$ cat src/rtl/mem_hs_initiator.sv
// Sequences a write / read-back pattern test over a memory window on a valid/ready front door.
// Registered outputs; one transfer per cycle with ready high, a stall holds the request stable until accepted or timed out.
module mem_hs_initiator #(
    parameter int WIDTH      = 16,
    parameter int DEPTH      = 16,
    parameter int ADDR_WIDTH = 4,
    parameter int TIMEOUT    = 16
) (
    input  logic                  clk_i,
    input  logic                  rst_i,
    input  logic                  start_i,
    input  logic [1:0]            mode_i,
    input  logic [ADDR_WIDTH-1:0] start_addr_i,
    input  logic [ADDR_WIDTH:0]   num_loc_i,
    input  logic [WIDTH-1:0]      seed_i,
    output logic [ADDR_WIDTH-1:0] addr_o,
    output logic [WIDTH-1:0]      wdata_o,
    output logic                  wr_rd_o,
    output logic                  valid_o,
    input  logic                  ready_i,
    input  logic [WIDTH-1:0]      rdata_i,
    output logic                  busy_o,
    output logic                  done_o,
    output logic                  pass_o,
    output logic                  timeout_o,
    output logic [ADDR_WIDTH:0]   err_count_o,
    output logic [ADDR_WIDTH-1:0] first_err_addr_o
);
    localparam int CW = ADDR_WIDTH + 1;
    localparam int TW = $clog2(TIMEOUT + 1);

    typedef enum logic [2:0] {S_IDLE, S_WRITE, S_GAP, S_READ, S_DONE} state_t;

    state_t                state_q, state_d;
    logic [1:0]            mode_q, mode_d, mode_eff;
    logic [ADDR_WIDTH-1:0] base_q, base_d;
    logic [CW-1:0]         num_q, num_d, num_clamp;
    logic [WIDTH-1:0]      seed_q, seed_d;
    logic [CW-1:0]         idx_q, idx_d;
    logic [TW-1:0]         stall_q, stall_d;

    logic [ADDR_WIDTH-1:0] addr_d, first_d, next_addr;
    logic [WIDTH-1:0]      wdata_d;
    logic                  wr_rd_d, valid_d, busy_d, done_d, pass_d, timeout_d;
    logic [CW-1:0]         err_d;
    logic                  fire, mismatch, finish;

    assign fire      = valid_o && ready_i;
    assign mismatch  = (state_q == S_READ) && fire && (rdata_i != (seed_q ^ WIDTH'(addr_o)));
    assign next_addr = addr_o + ADDR_WIDTH'(1);
    assign mode_eff  = (mode_i == 2'b11) ? 2'b00 : mode_i;
    assign num_clamp = (num_loc_i > CW'(DEPTH)) ? CW'(DEPTH) : num_loc_i;

    always_comb begin
        state_d   = state_q;
        mode_d    = mode_q;
        base_d    = base_q;
        num_d     = num_q;
        seed_d    = seed_q;
        idx_d     = idx_q;
        stall_d   = stall_q;
        addr_d    = addr_o;
        wdata_d   = wdata_o;
        wr_rd_d   = wr_rd_o;
        valid_d   = valid_o;
        busy_d    = busy_o;
        done_d    = 1'b0;
        pass_d    = pass_o;
        timeout_d = timeout_o;
        err_d     = err_count_o;
        first_d   = first_err_addr_o;
        finish    = 1'b0;

        case (state_q)
            S_IDLE, S_DONE: begin
                // DONE behaves like IDLE so a start in the done_o cycle is taken.
                state_d = S_IDLE;
                busy_d  = 1'b0;
                valid_d = 1'b0;
                wr_rd_d = 1'b0;
                addr_d  = '0;
                wdata_d = '0;
                if (start_i) begin
                    mode_d    = mode_eff;
                    base_d    = start_addr_i;
                    num_d     = num_clamp;
                    seed_d    = seed_i;
                    idx_d     = '0;
                    stall_d   = '0;
                    err_d     = '0;
                    first_d   = '0;
                    pass_d    = 1'b0;
                    timeout_d = 1'b0;
                    if (num_clamp == '0) begin
                        state_d = S_DONE;
                        done_d  = 1'b1;
                        pass_d  = 1'b1;
                    end else begin
                        busy_d  = 1'b1;
                        valid_d = 1'b1;
                        addr_d  = start_addr_i;
                        if (mode_eff == 2'b10) begin
                            state_d = S_READ;
                        end else begin
                            state_d = S_WRITE;
                            wr_rd_d = 1'b1;
                            wdata_d = seed_i ^ WIDTH'(start_addr_i);
                        end
                    end
                end
            end
            S_GAP: begin
                state_d = S_READ;
                valid_d = 1'b1;
                wr_rd_d = 1'b0;
                addr_d  = base_q;
                wdata_d = '0;
                idx_d   = '0;
            end
            S_WRITE, S_READ: begin
                if (fire) begin
                    stall_d = '0;
                    idx_d   = idx_q + CW'(1);
                    if (mismatch) begin
                        if (err_count_o == '0)
                            first_d = addr_o;
                        if (err_count_o != '1)
                            err_d = err_count_o + CW'(1);
                    end
                    if (idx_q + CW'(1) == num_q) begin
                        if (state_q == S_WRITE && mode_q == 2'b00) begin
                            state_d = S_GAP;
                            valid_d = 1'b0;
                            wr_rd_d = 1'b0;
                            addr_d  = '0;
                            wdata_d = '0;
                        end else begin
                            finish = 1'b1;
                        end
                    end else begin
                        addr_d  = next_addr;
                        wdata_d = (state_q == S_WRITE) ? (seed_q ^ WIDTH'(next_addr)) : '0;
                    end
                end else if (stall_q == TW'(TIMEOUT - 1)) begin
                    finish    = 1'b1;
                    timeout_d = 1'b1;
                end else begin
                    stall_d = stall_q + TW'(1);
                end
            end
            default: state_d = S_IDLE;
        endcase

        if (finish) begin
            state_d = S_DONE;
            done_d  = 1'b1;
            busy_d  = 1'b0;
            valid_d = 1'b0;
            wr_rd_d = 1'b0;
            addr_d  = '0;
            wdata_d = '0;
            pass_d  = (err_d == '0) && !timeout_d;
        end
    end

    always_ff @(posedge clk_i) begin
        if (rst_i) begin
            state_q          <= S_IDLE;
            mode_q           <= '0;
            base_q           <= '0;
            num_q            <= '0;
            seed_q           <= '0;
            idx_q            <= '0;
            stall_q          <= '0;
            addr_o           <= '0;
            wdata_o          <= '0;
            wr_rd_o          <= 1'b0;
            valid_o          <= 1'b0;
            busy_o           <= 1'b0;
            done_o           <= 1'b0;
            pass_o           <= 1'b0;
            timeout_o        <= 1'b0;
            err_count_o      <= '0;
            first_err_addr_o <= '0;
        end else begin
            state_q          <= state_d;
            mode_q           <= mode_d;
            base_q           <= base_d;
            num_q            <= num_d;
            seed_q           <= seed_d;
            idx_q            <= idx_d;
            stall_q          <= stall_d;
            addr_o           <= addr_d;
            wdata_o          <= wdata_d;
            wr_rd_o          <= wr_rd_d;
            valid_o          <= valid_d;
            busy_o           <= busy_d;
            done_o           <= done_d;
            pass_o           <= pass_d;
            timeout_o        <= timeout_d;
            err_count_o      <= err_d;
            first_err_addr_o <= first_d;
        end
    end
endmodule

$ cat config.mk
export PLATFORM = sky130hd
export DESIGN_NAME = mem_hs_initiator
export DESIGN_NICKNAME = d
export VERILOG_FILES = /design/src/rtl/mem_hs_initiator.sv
export SDC_FILE = /design/constraint.sdc
export NUM_CORES = 1
export LEC_CHECK = 0
export CAP_MARGIN = 10
export CORE_MARGIN = 10
export CORE_UTILIZATION = 46
export CTS_BUF_LIST = sky130_fd_sc_hd__clkbuf_4 sky130_fd_sc_hd__clkbuf_8 sky130_fd_sc_hd__clkbuf_16
export DETAILED_ROUTE_END_ITERATION = 12
export GPL_TIMING_DRIVEN = 0
export PLACE_DENSITY = 0.75
export SLEW_MARGIN = 20
export SYNTH_ARGS = -nofsm -noshare
export SYNTH_HDL_FRONTEND = slang
export SYNTH_SLANG_ARGS = --single-unit
export TNS_END_PERCENT = 10
$ cat constraint.sdc
create_clock -name clk_i -period 2.3 [get_ports clk_i]
set_clock_uncertainty 0.15 [all_clocks]
set_input_delay 0.46 -clock clk_i [delete_from_list [all_inputs] [get_ports clk_i]]
set_output_delay 0.46 -clock clk_i [all_outputs]
set_load 0.02 [all_outputs]
Yosys cells after proc, flatten, opt, wreduce, memory -nomap -nowiden
Cells that the tools add are included.
{"block": "totals", "regBits": 75, "in_bits": 47, "out_inout_bits": 35, "word_cells": 140}
{"block": "classes", "add_sub_neg": 4, "n_lt_le_gt_ge": 1, "n_eq_ne": 21, "n_mux": 66, "bitwise": 3, "reduce_logical": 27}
{"cell": "two-way mux 16 bit", "n": 7}
{"cell": "one-hot mux 16 bit (3 select lines)", "n": 1}
{"cell": "XOR 16 x 4 -> 16 bit", "n": 3}
{"cell": "two-way mux 5 bit", "n": 9}
{"cell": "two-way mux 4 bit", "n": 9}
{"cell": "two-way mux 1 bit", "n": 23}
{"cell": "one-hot mux 5 bit (2 select lines)", "n": 2}
{"cell": "two-way mux 3 bit", "n": 6}
{"cell": "!= test 16 bit", "n": 1}
{"cell": "adder 5 x 1 -> 5 bit (second input constant)", "n": 3}
{"cell": "logical NOT 5 bit", "n": 3}
{"cell": "!= test 3 bit (second input constant)", "n": 5}
{"cell": "one-hot mux 5 bit (3 select lines)", "n": 1}
{"cell": "AND reduction 3 bit", "n": 5}
{"cell": "!= test 2 bit (second input constant)", "n": 6}
{"cell": "one-hot mux 4 bit (3 select lines)", "n": 1}
{"cell": "one-hot mux 3 bit (3 select lines)", "n": 1}
{"cell": "one-hot mux 4 bit (2 select lines)", "n": 1}
{"cell": "equality test 3 x 2 -> 1 bit (second input constant)", "n": 2}
{"cell": "one-hot mux 1 bit (3 select lines)", "n": 2}
{"cell": "nonzero test 2 bit", "n": 3}
{"cell": "OR reduction 2 bit", "n": 3}
{"cell": "equality test 5 x 4 -> 1 bit (second input constant)", "n": 1}
{"cell": "equality test 5 bit", "n": 1}
{"cell": "16 further kinds", "n": 23}

Depth between registers and ports, before layout
{"block": "depth", "word_depth": 9, "mapped_depth": 10, "mapped_depth_nobuf": 8}

Worst setup path before layout
Ideal clock, no wire load.
{"block": "synth_timing", "kind": "register -> register", "start": "register idx_q[0]", "end": "register wdata_o[1]", "setup_time_ns": 0.125, "arrival_ns": 2.097, "required_ns": 2.025, "setup_slack_ns": -0.071, "stages_incl_launch_ff": 11, "path_buffers": 2, "synth_period_minus_slack_ns": 2.371, "cell_sequence": "dfxtp_1 > ha_1 > and2_1 > a211o_1 > a21oi_1 > o31ai_1 > a22o_1 > buf_2 > buf_2 > a221oi_1 > nor3_1"}
{"block": "synth_between", "elab_chain_len": 6, "word_cells_on_any_way": 11, "cone_classes": "add/sub: 1; eq/ne: 2; mux: 6; reduce/logical: 2"}
{"item": "start, declared", "line_no": "39", "source": "logic [CW-1:0] idx_q, idx_d;"}
{"item": "start signal, assigned", "line_no": "191", "source": "idx_q <= idx_d;"}
{"item": "adder 5 x 1 -> 5 bit (*)", "line_no": "130", "source": "if (idx_q + CW'(1) == num_q) begin"}
{"item": "equality test 5 bit (*)", "line_no": "130"}
{"item": "two-way mux 1 bit", "line_no": "130"}
{"item": "two-way mux 1 bit", "line_no": "121", "source": "if (fire) begin"}
{"item": "two-way mux 1 bit", "line_no": "74", "source": "case (state_q)"}
{"item": "OR reduction 2 bit (no line)"}
{"item": "end signal, assigned", "line_no": "194", "source": "wdata_o <= wdata_d;"}
{"item": "end, declared", "line_no": "17", "source": "output logic [WIDTH-1:0] wdata_o,"}
Mark *: on every way between the ends. The rest lies on a longest branch, timed or not. The select of a mux whose other input is x is not followed.
A chain may end at the register's enable or synchronous reset.

Worst setup path in the final report
{"block": "layout_timing", "start": "register idx_q[0]", "end": "register wdata_o[2]"}
The elaborated chain is that of the path after synthesis.

==> impl_metrics.toml <==
[final_layout]
multi_input_area_sq_um = 2330
fillers = 597
mostFrequentLayoutCells = "dfxtp_1, nand2_1, clkdlybuf4s50_1"
regArea_sq_um = 1510
fin_cells = 665
final_common_cell = "dfxtp_1"
syn_to_final_growth_pct = 45.6
n_antenna_cell = 0
nets = 611
drive_gt1_share_pct = 17.8

[hold_path]
hp-start = "base_q[1]"
hold_end = "base_q[1]"
hold_path_depth = 2
hp-class = "flip-flop to flip-flop"

[synthesis]
synth_cells = 457
synthDistinctLibCells = 49
yosysTopAreaCell = "dfxtp_1"
yosysSeqAreaShare_pct = 40.9
synth_edf_count = 0
synth_warnings = 0
yosys-top-cells-area = "dfxtp_1, nand2_1, a21oi_1, nor2_1, xor2_1"
synth_seq_cells = 75
synth-async-reset-ratio_pct = 0
synth.avg_cell_area_sq_um = 8.02
synth_area_sq_um = 3670
synth_nets = 510
synth_ff_type = "dfxtp_1"
synth_top_area_share_pct = 40.9

[cts]
cts_sinks = 75
clockRootBuffer = "clkbuf_8"
clkTransAtPathRegs_ns = 0.09
numCtsBuffers = 9
clock_latency_ns = 0.35
cts_tree = "yes"
cts_max_path_buffers = 2
htreeDepth = 3

[sta]
tightest_slew_ns = 0.779
timing.final.crit_share_pct = 106
whs_ns = 0.308
hold_viol = 0
slew_headroom_pct = 47.8
setup_violations = 32
rsz0062_at_grt = "yes"
fmax_mhz = 409
final-max-slew-violation-count = 0
period_needed_ns = 2.45
fin_ws_ns = -0.148

[routing]
drtIter0Drc = 246
via_count = 3852
routed_wl_microns = 12200
drc = 0
wl_per_cell_microns = 18.4
ant_nets = 0
vias_per_cell = 5.79
first_pass_iters = 7

[setup_path]
worst_ep_required_time_ns = 2.39
reg2reg_setup_slack_ns = -0.15
critPathLaunchType = "flip-flop"
r2r-end = "wdata_o[2]"
r2r-start = "idx_q[0]"
crit_arrival_ns = 2.54
criticalPathCategory = "flip-flop to flip-flop"
crit_fanout = 10
crit_path_end_kind = "flip-flop"
reg2regPathDepth = 10

[pwr]
powerDensity_nw_per_um2 = 710
switching_power_w = 0.00126
seqPwrFrac_pct = 39.6
sw_frac_of_total_pct = 33.4
power_frac_comb_pct = 30.4
p_leak_nw = 2.03
total_power_w = 0.00379
power_frac_clock_pct = 30.0
ir_drop_mv = 0.620
cellInternalPower_w = 0.00253

[floorplanning]
die_y_microns = 109
io_pins = 82
initial_core_util_pct = 47.5
fp-row-count = 32
die_x_microns = 109
die-area_sq_um = 11900
core_sq_um = 7730

[placement]
hpwlAfterDp_microns = 8440
gp_congestion = 0.872
place.port_buffers = 80
dp_cells = 639

[global_route]
grt_remaining_overflow = 0
grt_start_max_net_pins = 14
grt_pass1_vias = 3778
grt_pass1_wl_microns = 18500
grt_use_total_pct = 19.4
antenna_found_initial = 0

[run]
maxCapViolCount = 0

[status]
status = "complete, but fails checks"
failed_checks = "setup timing"
==> cell type report <==
cell class / count / area share, %
tap: 102 / 2.39
buffer: 27 / 3.75
timing repair buffer: 91 / 17.2
inverter: 8 / 0.562
clock inverter: 6 / 1.69
multi-input combinational: 346 / 43.7
sequential: 75 / 28.3
clock buffer: 10 / 2.46
==> critical path, stage by stage (launching register included) <==
cell and delay, ns:
dfxtp_4 0.36, ha_4 0.17, and2_4 0.16, a211o_1 0.33
a21oi_4 0.27, o31ai_4 0.11, a22o_1 0.22, buf_6 0.15
buf_12 0.15, a221oi_2 0.19, nor3_1 0.09
==> synth_stat cells (4+ instances only) <==
library cell	number
clkbuf_1	17
a211oi_1	5
nor3_1	24
nand3b_1	9
and3_1	6
o21ai_0	14
a221oi_1	16
a22oi_1	5
xor2_1	20
o31ai_1	4
nor2_1	47
ha_1	6
a21oi_1	52
xnor2_1	12
nand4_1	4
dfxtp_1	75
nor4_1	4
inv_1	8
nand3_1	10
buf_2	7
nand2_1	70
==> power groups by stage <==
stage                     Combinational [W]  Clock, W  Sequential (W)
final                               0.00115   0.00114         0.00150
after global routing                0.00124   0.00119         0.00151
after global placement             0.000925         0         0.00151
after detailed placement           0.000942         0         0.00152
after floorplan                    0.000492         0         0.00157
after CTS                           0.00103   0.00113         0.00149
==> worst max path at each step <==
stage	start	endpoint	cells past startpoint
global route	idx_q[0]	wdata_o[0]	10
finish	idx_q[0]	wdata_o[2]	10
global placement	num_loc_i[4]	wdata_o[10]	8
floorplan	idx_q[0]	wdata_o[1]	10
CTS	rdata_i[1]	pass_o	9
detailed placement	num_loc_i[4]	wdata_o[10]	8
==> kinds of logic (layout without fill, tap and decap cells) <==
logic type,Yosys count,after routing,share of synthesized area [%]
xor gates and xnor gates,32,32,7.64
muxes,2,2,0.546
AOI/OAI and AO/OA,111,111,19.4
adders and majority gates,6,6,2.05
buffers and inverters,36,142,4.44
DFF,75,75,40.9
and+or+nand+nor,195,195,25.0
==> state kept, by name (all words and copies together), names as in the netlist <==
signal / count
wdata_o: 16
busy_o: 1
idx_q: 5
mode_q: 2
timeout_o: 1
state_q: 3
seed_q: 16
done_o: 1
err_count_o: 5
base_q: 4
first_err_addr_o: 4
pass_o: 1
valid_o: 1
addr_o: 4
wr_rd_o: 1
num_q: 5
stall_q: 5
==> routing by layer <==
layer  global-route usage (%)  vias up  routed length [microns]
li1                         -     1823                        -
met3                     3.60       27                      879
met4                     6.23        0                      272
met2                     33.3      177                     6110
met5                        0        -                        0
met1                     24.1     1825                     4970
==> per-stage QoR <==
stage	utilization, %	setup slack, ns	instance area, sq um	setup TNS [ns]
finish	69.1	-0.148	5340	-2.48
global route	69.1	-0.212	5340	-4.99
CTS	65.7	-0.104	5080	-0.785
detailed placement	59.6	-1.03	4600	-31.72
global placement	59.6	-0.943	4600	-28.55
floorplan	-	0.00270	3680	0
==> timing repair <==
action / CTS / global route
hold endpoints to repair: 0 / 0
hold buffers: 0 / 0
setup buffers: 6 / 5
pin swaps: 12 / 29
resized for setup: 56 / 55
endpoints found under the setup margin: 59 / 48
No activity file was read; power rests on OpenSTA's default activity.
==> RTL change: new RTL, same flow settings <==
Change the parameter `DEPTH` from 16 to 8.
--- a/src/rtl/mem_hs_initiator.sv
+++ b/src/rtl/mem_hs_initiator.sv
@@ -4,3 +4,3 @@
     parameter int WIDTH      = 16,
-    parameter int DEPTH      = 16,
+    parameter int DEPTH      = 8,
     parameter int ADDR_WIDTH = 4,
Check against the original RTL: no difference found for any inputs over 4 cycles, from zero or initial values and one cycle with rst_i high; that may be too few to reach the edited logic, so the function may still have changed.
==> RTL change against the unedited design <==
The flow still finishes with violations (negative setup slack); area after synthesis is 0.85% higher; power increased by 8.7%; combinational power up 23%; routed wire length is 2.0% lower; via count grew 0.99%; final area is 0.54% higher; sequential share of layout area decreased by 0.10 points; count of clock-buffer cells in the layout rose by 1; global-route usage fell by 0.39 points; setup slack improved by 0.048 ns; utilization barely moved; sequential cell count unchanged.
==> RTL change: results <==
export IMPL_setup_slack_ns=-0.1000
export IMPL_nFlopsAndLatches=75
export IMPL_grt_pass1_vias=3692
export IMPL_wl_met1_um=4852
export IMPL_clk_share=0.04033
export IMPL_r2r_end="pass_o"
export IMPL_cp_startpoint="rdata_i[15]"
export IMPL_ff2ff_path_depth=8
export IMPL_wire_per_inst_um=17.76
export IMPL_rr_startpoint="addr_o[2]"
export IMPL_synth_commonest_cells="dfxtp_1 (75), a21oi_1 (69), nand2_1 (66)"
export IMPL_regToRegSetupSlack_ns=-0.09
export IMPL_use_met2=0.3130
export IMPL_postCtsResizedCells=38
export IMPL_placedCellCount=630
export IMPL_multi_input_comb_cells=340
export IMPL_crit_type="in -> reg"
export IMPL_synth_seq_area_share=0.4060
export IMPL_violations="negative setup slack"
export IMPL_setup_viol=11
export IMPL_outcome="complete, but fails checks"
export IMPL_tns_ns=-0.4244
export IMPL_power_frac_seq=0.383
export IMPL_n_clock_buffer=11
export IMPL_fill_cells=618
export IMPL_wl_met3_um=1096
export IMPL_drtIter0Drc=271
export IMPL_power_leakage_uw=0.002040
export IMPL_grt_util_all_layers=0.1904
export IMPL_synth_area_leaders="dfxtp_1 (41%), a21oi_1 (9.3%), nand2_1 (6.7%)"
export IMPL_multi_input_area_share=0.4119
==> RTL change: cell count changes after synthesis, moves of 9 or more <==
| cell | before | now |
|---|---|---|
| nor3_1 | 24 | 6 |
| a21oi_1 | 52 | 69 |
| a221oi_1 | 16 | 0 |
| nor2_1 | 47 | 32 |
| a22oi_1 | 5 | 17 |
| o21ai_0 | 14 | 25 |
| xor2_1 | 20 | 10 |
| xnor2_1 | 12 | 21 |
==> RTL change: how the worst min path moves through the flow <==
stage,startpoint,endpoint,slack [ns]
detailed placement,base_q[1],base_q[1],0.30
global route,base_q[1],base_q[1],0.33
floorplan,base_q[1],base_q[1],0.29
global placement,base_q[1],base_q[1],0.29
finish,base_q[1],base_q[1],0.32
CTS,base_q[1],base_q[1],0.31
==> RTL change: kinds of logic (layout without fill, tap and decap cells) <==
| group | Yosys count | count (layout) | share of synthesized area |
|---|---|---|---|
| buffers and inverters | 33 | 157 | 0.04398 |
| AO/OA/AOI/OAI | 144 | 144 | 0.2446 |
| adder cells (fa/ha/maj) | 6 | 6 | 0.02030 |
| AND/OR/NAND/NOR | 155 | 155 | 0.1993 |
| multiplexers | 3 | 3 | 0.008119 |
| XOR/XNOR | 32 | 32 | 0.07781 |
| other | 0 | 1 | 0 |
| flip-flops | 75 | 75 | 0.4060 |
==> RTL change: stage by stage <==
step	setup slack, ns	area [um2]
2_1_floorplan	0.04362	3701
3_3_place_gp	-0.9229	4629
3_5_place_dp	-0.9637	4629
4_1_cts	-0.08465	5117
5_1_grt	-0.1942	5368
6_report	-0.1000	5368
==> RTL change: critical path, stage by stage <==
cell,delay [ns]
clkdlybuf4s50_1,0.48
xnor2_1,0.14
nand4_1,0.18
nor4_4,0.25
nand2_1,0.16
buf_6,0.16
a32oi_4,0.25
o2111ai_2,0.13
o31ai_1,0.29
